$ cat config.mk
export PLATFORM = sky130hd
export DESIGN_NAME = instr_encoder_flat
export DESIGN_NICKNAME = d
export VERILOG_FILES = /design/src/rtl/instr_encoder_if.sv /design/src/rtl/instr_encoder.sv /design/src/flat_wrapper.sv
export SDC_FILE = /design/constraint.sdc
export NUM_CORES = 1
export LEC_CHECK = 0
export ABC_AREA = 1
export CAP_MARGIN = 20
export CORE_UTILIZATION = 50
export CTS_BUF_LIST = sky130_fd_sc_hd__clkbuf_8
export CTS_CLUSTER_DIAMETER = 120
export CTS_CLUSTER_SIZE = 30
export DETAILED_ROUTE_END_ITERATION = 8
export HOLD_SLACK_MARGIN = 0.1
export PLACE_DENSITY = 0.74
export SLEW_MARGIN = 10
export SYNTH_ARGS = -nofsm -noshare
export SYNTH_HDL_FRONTEND = slang
export SYNTH_SLANG_ARGS = --single-unit
export TNS_END_PERCENT = 20
$ cat constraint.sdc
create_clock -name clk -period 7.3 [get_ports clk]
set_input_delay 0.73 -clock clk [delete_from_list [all_inputs] [get_ports clk]]
set_output_delay 0.73 -clock clk [all_outputs]
set_load 0.05 [all_outputs]
$ cat src/rtl/instr_encoder_if.sv
// Handshake bundle between the program-load path and the instruction encoder.
// master drives operands and out_ready; slave is the encoder itself.
interface instr_encoder_if #(
    parameter int ADDR_W = 8,
    parameter int DEPTH  = 4
);
    localparam int LVL_W = $clog2(DEPTH) + 1;

    logic              in_valid;
    logic              in_ready;
    logic [4:0]        op_sel;
    logic [4:0]        rs;
    logic [4:0]        rt;
    logic [4:0]        rd;
    logic [15:0]       imm;
    logic [25:0]       target;
    logic              addr_load;
    logic [ADDR_W-1:0] addr_in;
    logic              out_valid;
    logic              out_ready;
    logic [ADDR_W-1:0] out_addr;
    logic [31:0]       out_word;
    logic              err;
    logic [7:0]        err_count;
    logic [LVL_W-1:0]  level;

    modport master (
        output in_valid, op_sel, rs, rt, rd, imm, target, addr_load, addr_in, out_ready,
        input  in_ready, out_valid, out_addr, out_word, err, err_count, level
    );

    modport slave (
        input  in_valid, op_sel, rs, rt, rd, imm, target, addr_load, addr_in, out_ready,
        output in_ready, out_valid, out_addr, out_word, err, err_count, level
    );
endinterface

$ cat src/rtl/instr_encoder.sv
// MIPS instruction encoder: turns a mnemonic plus operand fields into a 32-bit word,
// tags it with an instruction-memory address and queues it for the memory loader.
module instr_encoder #(
    parameter int ADDR_W = 8,
    parameter int DEPTH  = 4
) (
    input  logic           clk,
    input  logic           reset,
    instr_encoder_if.slave bus
);
    localparam int PTR_W = $clog2(DEPTH);
    localparam int LVL_W = PTR_W + 1;
    localparam logic [LVL_W-1:0] FULL = LVL_W'(DEPTH);

    typedef enum logic [4:0] {
        OP_ADD  = 5'd0,  OP_SUB  = 5'd1,  OP_AND  = 5'd2,  OP_OR   = 5'd3,
        OP_SLT  = 5'd4,  OP_LW   = 5'd5,  OP_SW   = 5'd6,  OP_BEQ  = 5'd7,
        OP_BNE  = 5'd8,  OP_ADDI = 5'd9,  OP_SUBI = 5'd10, OP_LUI  = 5'd11,
        OP_ORI  = 5'd12, OP_J    = 5'd13, OP_JAL  = 5'd14, OP_NOT  = 5'd15,
        OP_MULT = 5'd16, OP_DIV  = 5'd17
    } op_e;

    typedef struct packed {
        logic [ADDR_W-1:0] addr;
        logic [31:0]       word;
    } entry_t;

    function automatic logic [31:0] r_type(input logic [5:0] funct,
                                           input logic [4:0] rs_f, rt_f, rd_f);
        return {6'b000000, rs_f, rt_f, rd_f, 5'b00000, funct};
    endfunction

    function automatic logic [31:0] i_type(input logic [5:0] opcode,
                                           input logic [4:0] rs_f, rt_f,
                                           input logic [15:0] imm_f);
        return {opcode, rs_f, rt_f, imm_f};
    endfunction

    entry_t            mem [DEPTH];
    logic [PTR_W-1:0]  wr_ptr;
    logic [PTR_W-1:0]  rd_ptr;
    logic [LVL_W-1:0]  level_q;
    logic [LVL_W-1:0]  level_nxt;
    logic              out_valid_q;
    logic              err_q;
    logic [7:0]        err_count_q;
    logic [ADDR_W-1:0] addr_cnt;
    logic [ADDR_W-1:0] addr_eff;
    logic [31:0]       word;
    logic              legal;
    logic              accept;
    logic              push;
    logic              pop;

    // NOTE: every output of this block gets a default first so no path leaves it unassigned (no latch).
    always_comb begin
        legal = 1'b1;
        word  = '0;
        case (bus.op_sel)
            OP_ADD:  word = r_type(6'b100000, bus.rs, bus.rt, bus.rd);
            OP_SUB:  word = r_type(6'b100010, bus.rs, bus.rt, bus.rd);
            OP_AND:  word = r_type(6'b100100, bus.rs, bus.rt, bus.rd);
            OP_OR:   word = r_type(6'b100101, bus.rs, bus.rt, bus.rd);
            OP_SLT:  word = r_type(6'b101010, bus.rs, bus.rt, bus.rd);
            OP_LW:   word = i_type(6'b100011, bus.rs, bus.rt, bus.imm);
            OP_SW:   word = i_type(6'b101011, bus.rs, bus.rt, bus.imm);
            OP_BEQ:  word = i_type(6'b000100, bus.rs, bus.rt, bus.imm);
            OP_BNE:  word = i_type(6'b000101, bus.rs, bus.rt, bus.imm);
            OP_ADDI: word = i_type(6'b001000, bus.rs, bus.rt, bus.imm);
            OP_SUBI: word = i_type(6'b001010, bus.rs, bus.rt, bus.imm);
            OP_LUI:  word = i_type(6'b001111, 5'd0,   bus.rt, bus.imm);
            OP_ORI:  word = i_type(6'b001101, bus.rs, bus.rt, bus.imm);
            OP_J:    word = {6'b000010, bus.target};
            OP_JAL:  word = {6'b000011, bus.target};
            OP_NOT:  word = {6'b011100, bus.rs, 5'd0, bus.rd, 11'd0};
            OP_MULT: word = {6'b011000, bus.rs, bus.rt, 16'd0};
            OP_DIV:  word = {6'b011010, bus.rs, bus.rt, 16'd0};
            default: legal = 1'b0;
        endcase
    end

    // in_ready looks only at the registered level, so a same-cycle pop never frees a slot.
    assign bus.in_ready  = (level_q != FULL);
    assign accept        = bus.in_valid & bus.in_ready;
    assign push          = accept & legal;
    assign pop           = out_valid_q & bus.out_ready;
    assign addr_eff      = bus.addr_load ? bus.addr_in : addr_cnt;
    assign level_nxt     = level_q + LVL_W'(push) - LVL_W'(pop);

    assign bus.out_valid = out_valid_q;
    assign bus.level     = level_q;
    assign bus.err       = err_q;
    assign bus.err_count = err_count_q;
    assign bus.out_addr  = mem[rd_ptr].addr;
    assign bus.out_word  = mem[rd_ptr].word;

    // NOTE: the storage array is cleared on reset so the head reads zero out of reset and is never X when empty.
    // NOTE: sequential state uses non-blocking assignments so every register samples pre-edge values.
    always_ff @(posedge clk or posedge reset) begin
        if (reset) begin
            for (int i = 0; i < DEPTH; i++) mem[i] <= '0;
            wr_ptr      <= '0;
            rd_ptr      <= '0;
            level_q     <= '0;
            out_valid_q <= 1'b0;
            err_q       <= 1'b0;
            err_count_q <= '0;
            addr_cnt    <= '0;
        end else begin
            if (push) begin
                mem[wr_ptr] <= {addr_eff, word};
                wr_ptr      <= wr_ptr + 1'b1;
                addr_cnt    <= addr_eff + 1'b1;
            end else if (bus.addr_load && !accept) begin
                addr_cnt <= bus.addr_in;
            end
            if (pop) rd_ptr <= rd_ptr + 1'b1;
            level_q     <= level_nxt;
            out_valid_q <= (level_nxt != '0);
            err_q       <= accept & ~legal;
            if (accept && !legal && err_count_q != 8'hFF) err_count_q <= err_count_q + 1'b1;
        end
    end
endmodule

$ cat src/flat_wrapper.sv
// flat-port wrapper written by rule: the top's interface ports become plain ports
module instr_encoder_flat 
#(
    parameter int ADDR_W = 8,
    parameter int DEPTH  = 4
)
  (clk, reset, bus_in_valid, bus_op_sel, bus_rs, bus_rt, bus_rd, bus_imm, bus_target, bus_addr_load, bus_addr_in, bus_out_ready, bus_in_ready, bus_out_valid, bus_out_addr, bus_out_word, bus_err, bus_err_count, bus_level);
  instr_encoder_if #(.ADDR_W(ADDR_W), .DEPTH(DEPTH)) bus_i ();
  input  logic clk;
  input  logic reset;
  input wire logic [$bits(bus_i.in_valid)-1:0] bus_in_valid;
  input wire logic [$bits(bus_i.op_sel)-1:0] bus_op_sel;
  input wire logic [$bits(bus_i.rs)-1:0] bus_rs;
  input wire logic [$bits(bus_i.rt)-1:0] bus_rt;
  input wire logic [$bits(bus_i.rd)-1:0] bus_rd;
  input wire logic [$bits(bus_i.imm)-1:0] bus_imm;
  input wire logic [$bits(bus_i.target)-1:0] bus_target;
  input wire logic [$bits(bus_i.addr_load)-1:0] bus_addr_load;
  input wire logic [$bits(bus_i.addr_in)-1:0] bus_addr_in;
  input wire logic [$bits(bus_i.out_ready)-1:0] bus_out_ready;
  output wire logic [$bits(bus_i.in_ready)-1:0] bus_in_ready;
  output wire logic [$bits(bus_i.out_valid)-1:0] bus_out_valid;
  output wire logic [$bits(bus_i.out_addr)-1:0] bus_out_addr;
  output wire logic [$bits(bus_i.out_word)-1:0] bus_out_word;
  output wire logic [$bits(bus_i.err)-1:0] bus_err;
  output wire logic [$bits(bus_i.err_count)-1:0] bus_err_count;
  output wire logic [$bits(bus_i.level)-1:0] bus_level;
  assign bus_i.in_valid = bus_in_valid;
  assign bus_i.op_sel = bus_op_sel;
  assign bus_i.rs = bus_rs;
  assign bus_i.rt = bus_rt;
  assign bus_i.rd = bus_rd;
  assign bus_i.imm = bus_imm;
  assign bus_i.target = bus_target;
  assign bus_i.addr_load = bus_addr_load;
  assign bus_i.addr_in = bus_addr_in;
  assign bus_i.out_ready = bus_out_ready;
  assign bus_in_ready = bus_i.in_ready;
  assign bus_out_valid = bus_i.out_valid;
  assign bus_out_addr = bus_i.out_addr;
  assign bus_out_word = bus_i.out_word;
  assign bus_err = bus_i.err;
  assign bus_err_count = bus_i.err_count;
  assign bus_level = bus_i.level;
  instr_encoder #(.ADDR_W(ADDR_W), .DEPTH(DEPTH)) u_core (.clk(clk), .reset(reset), .bus(bus_i));
endmodule
==> key figures, run 1 <==
Synthesis
  – Yosys reg bits: 185
  – Synth Instances: 1,197
  – Top cell type's share of synthesized area: 50.21%
  – Synth area leader: dfrtp_1
  – Synth Flop Type: dfrtp_1
  – Synth warn: 0
  – Top cells by area, synth: dfrtp_1, nand2_1, o21ai_0, nor2_1, o21ai_1
  – EDFF count, synth: 0
  – Syn nets: 1,281
  – Syn Area/Cell: 7.703 µm²
  – Post-Synthesis Cell Area: 9220 µm²
  – Yosys cell types: 33
  – Most numerous cell in the Yosys netlist: nand2_1
  – Async S/R FF share, synth: 100.0%
  – Seq/Total Area, Yosys: 50.21%
  – Post-synth top cells: nand2_1, dfrtp_1, nor2_1

Timing
  – RSZ-0062 raised after global routing: false
  – Max-slew headroom: 32.56%
  – Final Max Slew Viols: 0
  – Final worst slack: 3032 ps
  – Max Freq: 234.3 MHz
  – Worst Skew: 11.08 ps
  – Final setup violation count: 0
  – Total negative slack: 0 ps
  – Hold Vio Cnt, Final: 0
  – Minimum clock period: 4268 ps
  – Tcrit/Tclk final: 58.47%
  – Slew @ Worst Pin: 1009 ps

Detailed routing
  – Initial DRC count: 596
  – Post-route DRC: 0
  – Drt pass-1 iters: 5
  – Vias: 8,328
  – Avg WL per Cell: 15.92 µm
  – Routed Wire Length: 24,400 µm
  – DR vias/cell: 5.432
  – Final antenna-violating net count: 0

Global route
  – Met2 Usage GRT: 40.31%
  – GRT Overall Usage: 26.68%
  – Grt peak-use layer: met2
  – Met3 Use GR: 5.298%
  – First-pass GRT wire length: 38,830 µm
  – Initial antenna violation count: 0
  – Largest net degree at the start of global routing: 83
  – Total congestion overflow: 0
  – GRT met1 Usage: 39.25%
  – Vias in the first global route: 7,555

Worst setup path
  – CP Capture Type: primary output
  – Crit path buffers/inverters: 4
  – Cell mode on critical path: buf_4
  – Worst setup SP type: register
  – Crit path max fanout: 82
  – WP data required: 6570 ps
  – CP Class: reg2out
  – Worst path cell trace: buf_4 -> inv_2 -> buf_4 -> o21ai_0 -> o22ai_1 -> clkdlybuf4s50_1
  – Worst path max stage delay: 850 ps
  – Delay-heaviest family, CP: buffers and inverters
  – Worst path slowest cell: clkdlybuf4s50_1
  – Worst EP arrival: 3540 ps

Final layout
  – Cell Count, Final, Fillers Out: 1,533
  – Post-layout instance area: 10,900 µm²
  – Layout net count: 1,375
  – Syn-to-layout area delta: 18.18%
  – Antenna Cells: 0
  – Share of cells above drive strength 1: 5.138%

Run
  – MaxCap Viol Count: 0

Clock network
  – Hold-fix buffers, CTS: 0
  – Cts bufs inserted: 17
  – CTS sink cnt: 185
  – Clock buffer depth: 2
  – Clock root buffer master: clkbuf_8
  – CTS tree: done
  – Clock Latency Late Sink: 460 ps
  – # Post-CTS Setup Buffers: 0
  – Post-cts sizing count: 0
  – Reg clk slew, reported paths: 90 ps
  – Htree depth: 4

Pwr
  – VDD IR max: 347.5 µV
  – Pwr dens: 454.4 nW/µm²
  – Leak: 5.464 nW

Place
  – Placement Setup Slack: 3373 ps
  – Port Buffers: 128
  – Post-Place Cell Area: 10,500 µm²
  – GPL Wtd Cong: 0.8974
  – Cells after DPL: 1,501
  – HPWL after DPL: 14,800 µm

Min path
  – Min-delay worst type: reg2reg

Status
  – Status: completed

Floorplanning
  – Die Wd: 137.8 µm
  – Die height: 137.8 µm
  – Top Ports: 129
  – Initial core utilization: 51.15%
  – FP Rows: 49
  – Die area: 18,990 µm²
  – Core area: 18,020 µm²
-- placed cells by master (no fill, tap or decap), types with 4 or more instances in the layout --
cell type,n
o21ai_1,57
xnor2_1,4
clkinv_2,4
buf_4,6
nand3_1,52
nor2_1,99
ha_1,8
clkbuf_8,20
nand3_4,5
nand2_1,525
clkdlybuf4s50_1,128
o21ai_0,89
inv_4,4
nor2_4,4
inv_1,27
o22ai_1,40
xor2_1,8
dfrtp_1,184
nand4_1,4
inv_2,8
-- path summary, 6_finish.rpt --
kind / from / cells past startpoint / slack, ps / end
min in group asynchronous: reset / 2 / 690 / u_core.mem[6]
worst max-delay path: u_core.rd_ptr[0] / 6 / 3030 / bus_out_word[27]
worst max register to register: u_core.bus.level[1] / 10 / 4470 / u_core.bus.out_valid
max in group asynchronous: reset / 3 / 5150 / u_core.bus.err_count[6]
worst min-delay path: u_core.mem[43] / 2 / 480 / u_core.mem[43]
worst min register to register: u_core.mem[43] / 2 / 480 / u_core.mem[43]
-- kinds of logic (layout without fill, tap and decap cells) --
| group | after synthesis | in the layout | synth area share [%] |
|---|---|---|---|
| buffers and inverters | 100 | 207 | 5.482 |
| flip-flops | 185 | 185 | 50.21 |
| AO/OA/AOI/OAI | 189 | 189 | 10.83 |
| XOR/XNOR | 12 | 12 | 1.140 |
| adder cells (fa/ha/maj) | 9 | 9 | 1.303 |
| AND/OR/NAND/NOR | 702 | 702 | 31.04 |
-- state kept, by name, indices dropped and copies added, names as in the netlist --
signal / count
u_core.mem: 160
u_core.addr_cnt: 8
u_core.bus.err_count: 8
u_core.bus.level: 3
u_core.rd_ptr: 2
u_core.wr_ptr: 2
u_core.bus.err: 1
u_core.bus.out_valid: 1
-- report_power, final --
part	internal (mW)	total [mW]	switching [mW]
Clock	0.330	0.696	0.367
Combinational	0.836	2.59	1.76
Sequential	1.44	1.66	0.225
-- worst register-to-register path: stages (launching register included) --
cell     delay, ps
dfrtp_1        420
inv_1          110
nand3_1        110
nand2_2        240
inv_2          200
nand2_1        370
inv_2          150
ha_1           230
fa_1           410
xor2_1         180
or3_1          310
-- area by class of cell --
| cell class | instances | area, µm² |
|---|---|---|
| flip-flops and latches | 185 | 4631 |
| well taps | 229 | 286.5 |
| clock buffers | 20 | 275.3 |
| fillers | 1686 | 7128 |
| inverters | 41 | 168.9 |
| multi-input cells | 912 | 4085 |
| clock inverters | 12 | 123.9 |
| repair buffers | 134 | 1326 |
-- stage by stage --
step / hold slack [ps] / power [mW] / utilization [%]
finish: 479.7 / 4.952 / 60.45
global route: 498.5 / 5.273 / 60.45
CTS: 482.4 / 4.965 / 60.45
detailed placement: 460.2 / 4.261 / 58.24
global placement: 456.1 / 4.220 / 58.24
floorplan: 443.6 / 3.474 / -
-- per-layer routing --
metal / vias to the layer above / wire (µm)
li1: 4026 / -
met1: 3975 / 11290
met2: 304 / 10850
met3: 23 / 1939
met4: 0 / 322
met5: - / 0
No activity file was read; power rests on OpenSTA's default activity.
==> inputs of run 2 (changes only) <==
Clock period 7.3 ns to 4.3 ns, I/O delays scaled along.
==> run 2 against run 1 <==
Via count hardly changed. Sequential share of layout area is 0.093 points higher. Clock skew hardly changed. Combinational power is 71% higher. Critical path depth is 1 lower. Setup slack worse by 2200 ps. Global-route usage is 0.28 points lower. Clock power is 48% higher. Critical endpoint is now bus_out_word[3]. Largest cell class unchanged. Largest power group unchanged. Highest routed layer unchanged.
==> key figures, run 2 (synthesis gave the netlist of run 1 again) <==
Status
  – Status: completed

Clock network
  – Htree depth: 4 (unchanged)
  – Clock buffer depth: 2 (unchanged)
  – CTS tree: done
  – Reg clk slew, reported paths: 90 ps (about the same)
  – Clock root buffer master: clkbuf_8
  – Cts bufs inserted: 17 (unchanged)
  – Clock Latency Late Sink: 470 ps (about the same)
  – CTS sink cnt: 185 (unchanged)
  – Post-cts sizing count: 0 (unchanged)
  – Hold-fix buffers, CTS: 0 (unchanged)
  – # Post-CTS Setup Buffers: 0 (unchanged)

Worst setup path
  – Crit path buffers/inverters: 3 (-1)
  – Worst path slowest cell: clkdlybuf4s50_1
  – CP Capture Type: primary output
  – FF-to-FF setup slack: 1490 ps (-2980 ps)
  – WP data required: 3870 ps (-2700 ps)
  – R2r endpoint: u_core.bus.out_valid
  – CP Class: reg2out
  – Worst setup SP type: register
  – Worst R2R Path Depth: 10 (unchanged)
  – RR Startpoint: u_core.bus.level[1]
  – Worst path max stage delay: 860 ps (about the same)
  – Worst EP arrival: 3030 ps (-510 ps)
  – Worst path cell trace: inv_2 -> buf_4 -> o21ai_0 -> o22ai_1 -> clkdlybuf4s50_1
  – Critical path depth: 5 (-1)
  – Delay-heaviest family, CP: buffers and inverters
  – Crit path max fanout: 40 (-51%)

Timing
  – Minimum clock period: 3460 ps
  – Max Freq: 289.0 MHz
  – Hold Vio Cnt, Final: 0 (unchanged)
  – Tcrit/Tclk final: 80.46%
  – Hold WS: 479.8 ps (+0.09200 ps)
  – Final setup violation count: 0 (unchanged)
  – Final worst slack: 840.2 ps (-2191 ps)
  – Total negative slack: 0 ps (unchanged)
  – Slew @ Worst Pin: 1047 ps (+37.77 ps)
  – Final Max Slew Viols: 0 (unchanged)
  – Max-slew headroom: 30.04% (-2.5 points)
  – Worst Skew: 11.03 ps (-0.04950 ps)
  – RSZ-0062 raised after global routing: false

Final layout
  – Layout net count: 1,379 (+0.29%)
  – Top reg by flops: u_core.mem
  – Multi-input gate area: 4085 µm² (unchanged)
  – Share of cells above drive strength 1: 5.352% (+0.21 points)
  – Post-layout instance area: 10,870 µm² (-0.22%)
  – # fillers: 1,649 (-2.2%)
  – Final core utilization: 60.32% (-0.13 points)
  – Syn-to-layout area delta: 17.93%
  – Max FFs per register: 160 (unchanged)
  – Antenna Cells: 0 (unchanged)
  – Most common cell after layout, fill and taps aside: nand2_1
  – Most frequent cells in the layout: nand2_1, dfrtp_1, clkdlybuf4s50_1, nor2_1, o21ai_0
  – Seq. cell area: 4631 µm² (unchanged)

Min path
  – Sink of the worst hold path: u_core.mem[83]
  – Min-delay src: u_core.mem[83]
  – Min-delay worst type: reg2reg
  – Worst hold stages: 2 (unchanged)

Global route
  – Met2 Usage GRT: 41.46% (+1.1 points)
  – First-pass GRT wire length: 38,120 µm (-1.8%)
  – Vias in the first global route: 7,513 (-0.56%)
  – GRT Overall Usage: 26.40% (-0.28 points)
  – Largest net degree at the start of global routing: 186 (+120%)
  – Met3 Use GR: 4.930% (-0.37 points)
  – Initial antenna violation count: 0 (unchanged)
  – GRT met1 Usage: 37.34% (-1.9 points)
  – Total congestion overflow: 0 (unchanged)
  – Grt peak-use layer: met2

Place
  – HPWL after DPL: 15,090 µm (+2.0%)
  – GPL Wtd Cong: 0.8989 (+0.17%)
  – Post-Place Cell Area: 10,540 µm² (+0.39%)
  – Port Buffers: 128 (unchanged)
  – Placement Setup Slack: 662.9 ps (-2710 ps)

Floorplanning
  – Top Ports: 129 (unchanged)
  – Initial core utilization: 51.15% (unchanged)
  – FP Rows: 49 (unchanged)
  – Core area: 18,020 µm² (unchanged)
  – Die height: 137.8 µm (unchanged)
  – Die area: 18,990 µm² (unchanged)
  – Die Wd: 137.8 µm (unchanged)

Pwr
  – Leak: 5.455 nW (-0.16%)
  – Pwr dens: 760.6 nW/µm² (+67%)
  – VDD IR max: 499.5 µV (+44%)

Detailed routing
  – Initial DRC count: 764 (+28%)
  – Routed Wire Length: 24,430 µm (+0.14%)
  – Drt pass-1 iters: 5 (unchanged)
  – Final antenna-violating net count: 0 (unchanged)
  – Avg WL per Cell: 15.90 µm (-0.12%)
  – Vias: 8,334 (+0.072%)
  – DR vias/cell: 5.422 (-0.19%)
  – Post-route DRC: 0 (unchanged)

Run
  – MaxCap Viol Count: 0 (unchanged)
[run 2: changes by cell type in the layout (fill, tap and decap cells not counted), sizes merged]
cell      previous run  this run
clkbuf              20        18
inv                 41        40
clkinvlp             3         4
clkinv               7        11
buf                  6        10
bufinv               2         0
[run 2: worst max-delay path by stage]
stage / startpoint / endpoint / slack (ps)
floorplan: u_core.bus.level[2] / u_core.bus.out_valid / 1160
global placement: bus_op_sel[3] / u_core.bus.out_valid / 770
detailed placement: bus_op_sel[2] / u_core.bus.out_valid / 660
CTS: u_core.rd_ptr[0] / bus_out_word[3] / 820
global route: u_core.rd_ptr[0] / bus_out_word[31] / 730
finish: u_core.rd_ptr[0] / bus_out_word[3] / 840
[run 2: per-stage QoR]
| step | power (mW) | instances |
|---|---|---|
| 6_report | 8.270 | 1537 |
| 2_1_floorplan | 5.899 | 1197 |
| 4_1_cts | 8.296 | 1537 |
| 5_1_grt | 8.798 | 1537 |
| 3_5_place_dp | 7.259 | 1505 |
| 3_3_place_gp | 7.187 | 1505 |
[run 2: final cells by class]
cell class	instances	share of cell area, %
multi-input combinational	912	37.57
timing repair buffer	138	12.59
clock buffer	18	2.278
clock inverter	14	0.7940
inverter	41	1.542
tap	229	2.635
sequential	185	42.59
[run 2: tightest hold or removal path, cell delays in order (launching register included)]
cell     delay (ps)
dfrtp_1         350
nand2_1          50
nand2_1          50
[run 2: routing by layer]
metal	wire (µm)	vias to the layer above	share of wire, %
met3	1804	33	7.4
met4	307	0	1.3
li1	-	4033	-
met2	11070	305	45
met5	0	-	0
met1	11250	3963	46
[run 2: where the power goes]
part | internal (mW) | leakage, nW | switching [mW] | total [mW]
clock network | 0.406 | 0.176 | 0.621 | 1.03
logic | 1.43 | 2.86 | 2.98 | 4.42
registers | 2.44 | 2.42 | 0.383 | 2.83
total | 4.28 | 5.46 | 3.99 | 8.27
==> inputs of run 3 (changes only) <==
Clock period 4.3 ns to 3.29 ns, I/O delays scaled along.
==> run 3 against run 2 <==
Critical path depth shrank 1. Global-route usage grew 0.42 points. First-iteration DRC count grew 5.0%. Hold slack lost 310 ps. Sequential share of layout area shrank 2.4 points. Flip-flop and latch count is the same. Register-to-register slack lost 730 ps. Combinational power grew 57%. Critical path type unchanged. Setup slack lost 260 ps.
==> key figures, run 3 (synthesis gave the netlist of run 1 again) <==
Status
  – Status: completed

Place
  – Port Buffers: 128 (unchanged)
  – GPL Wtd Cong: 0.9163 (+1.9%)
  – HPWL after DPL: 15,400 µm (+2.0%)
  – Cells after DPL: 1,511 (+0.40%)

Worst setup path
  – R2r endpoint: u_core.bus.out_valid
  – WP data required: 2960 ps (-910 ps)
  – FF-to-FF setup slack: 760 ps (-730 ps)
  – CP Class: reg2out
  – CP Capture Type: primary output
  – Worst path max stage delay: 670 ps (-190 ps)
  – CP Launch Point: u_core.rd_ptr[0]
  – Crit path max fanout: 81 (+100%)
  – Worst R2R Path Depth: 10 (unchanged)
  – Setup crit end: bus_out_word[29]
  – Worst path cell trace: buf_4 -> o21ai_0 -> o22ai_1 -> buf_12
  – Worst EP arrival: 2380 ps (-650 ps)
  – Worst setup SP type: register
  – RR Startpoint: u_core.bus.level[1]
  – Crit path buffers/inverters: 2 (-1)
  – Critical path depth: 4 (-1)
  – Worst path slowest cell: buf_4
  – Delay-heaviest family, CP: buffers and inverters

Global route
  – Initial antenna violation count: 0 (unchanged)
  – Vias in the first global route: 7,616 (+1.4%)
  – Largest net degree at the start of global routing: 95 (-49%)
  – GRT Overall Usage: 26.82% (+0.42 points)
  – Total congestion overflow: 0 (unchanged)
  – First-pass GRT wire length: 39,100 µm (+2.6%)

Final layout
  – Cell Count, Final, Fillers Out: 1,543 (+0.39%)
  – Most common cell after layout, fill and taps aside: nand2_1
  – Max FFs per register: 160 (unchanged)
  – Most frequent cells in the layout: nand2_1, dfrtp_1, nor2_1, o21ai_0, clkdlybuf4s50_1
  – Top reg by flops: u_core.mem
  – # fillers: 1,587 (-3.8%)
  – Antenna Cells: 0 (unchanged)
  – Layout net count: 1,385 (+0.44%)
  – Syn-to-layout area delta: 25.06%
  – Share of cells above drive strength 1: 8.980% (+3.6 points)

Timing
  – Max Freq: 368.9 MHz
  – Hold Vio Cnt, Final: 0 (unchanged)
  – Tcrit/Tclk final: 82.40%
  – Final setup violation count: 0 (unchanged)
  – Slew @ Worst Pin: 858.0 ps (-188.9 ps)
  – Max-slew headroom: 42.80% (+13 points)
  – Worst Skew: 14.15 ps (+3.119 ps)
  – Minimum clock period: 2711 ps
  – RSZ-0062 raised after global routing: false
  – Final Max Slew Viols: 0 (unchanged)
  – Total negative slack: 0 ps (unchanged)

Detailed routing
  – Initial DRC count: 802 (+5.0%)
  – Routed Wire Length: 24,680 µm (+1.0%)
  – Post-route DRC: 0 (unchanged)
  – DR vias/cell: 5.521 (+1.8%)
  – Avg WL per Cell: 16.00 µm (+0.63%)
  – Final antenna-violating net count: 0 (unchanged)
  – Vias: 8,519 (+2.2%)
  – Drt pass-1 iters: 5 (unchanged)

Clock network
  – Post-cts sizing count: 0 (unchanged)
  – Cts bufs inserted: 17 (unchanged)
  – Hold-fix buffers, CTS: 0 (unchanged)
  – Clock root buffer master: clkbuf_8
  – Htree depth: 4 (unchanged)
  – CTS sink cnt: 185 (unchanged)
  – Clock buffer depth: 2 (unchanged)
  – Clock Latency Late Sink: 470 ps (about the same)
  – Reg clk slew, reported paths: 90 ps (about the same)
  – # Post-CTS Setup Buffers: 0 (unchanged)
  – CTS tree: done

Floorplanning
  – Top Ports: 129 (unchanged)
  – Die area: 18,990 µm² (unchanged)
  – Die height: 137.8 µm (unchanged)
  – Initial core utilization: 51.15% (unchanged)
  – Die Wd: 137.8 µm (unchanged)
  – Core area: 18,020 µm² (unchanged)
  – FP Rows: 49 (unchanged)

Pwr
  – Leak: 5.781 nW (+6.0%)
  – Pwr dens: 1080 nW/µm² (+42%)
  – VDD IR max: 867.4 µV (+74%)

Run
  – MaxCap Viol Count: 0 (unchanged)

Min path
  – Min-delay worst type: in2async
-- run 3: changes by cell type in the layout (fill, tap and decap cells not counted) --
cell / previous run / this run
buf_12: 1 / 46
buf_4: 9 / 10
bufinv_16: 0 / 6
clkbuf_8: 18 / 19
clkdlybuf4s50_1: 128 / 88
clkinv_2: 6 / 4
clkinv_4: 3 / 0
inv_1: 28 / 26
-- run 3: power by group --
group	switching, mW	internal [mW]	total [mW]
sequential	0.509	3.19	3.70
combinational	4.16	2.77	6.93
clock	0.809	1.02	1.82
-- run 3: layer usage --
metal / routed length [µm] / vias to the layer above / track usage, %
met5: 0 / - / 0
li1: - / 4051 / -
met4: 359 / 0 / 7.488
met3: 1760 / 31 / 3.790
met2: 11260 / 321 / 41.93
met1: 11310 / 4116 / 38.92
-- run 3: worst min path at each step --
stage	start	endpoint	slack (ps)	depth (start not counted)
2_1_floorplan	u_core.mem[53]	u_core.mem[53]	440	2
3_3_place_gp	u_core.mem[102]	u_core.mem[102]	460	2
3_5_place_dp	u_core.mem[102]	u_core.mem[102]	460	2
4_1_cts	reset	u_core.mem[8]	160	2
5_1_grt	reset	u_core.mem[6]	170	2
6_report	reset	u_core.mem[6]	170	2
-- run 3: cell type report --
type	instances	area [µm²]	area share, %
flip-flops and latches	185	4631	40.16
multi-input cells	912	4085	35.43
repair buffers	144	1877	16.28
well taps	229	286.5	2.485
clock buffers	19	261.5	2.268
clock inverters	13	222.7	1.931
inverters	41	167.7	1.454
-- run 3: stage by stage --
stage / total power [mW] / setup WS (ps) / cell area, µm² / utilization [%] / hold WS [ps]
CTS: 12.49 / 616.7 / 11530 / 63.97 / 162.3
global route: 13.15 / 464.3 / 11530 / 63.97 / 169.5
finish: 12.46 / 579.1 / 11530 / 63.97 / 166.4
global placement: 10.52 / 364.4 / 11050 / 61.29 / 456.0
detailed placement: 10.64 / 265.4 / 11050 / 61.29 / 459.5
floorplan: 7.709 / 153.6 / 9224 / - / 443.6
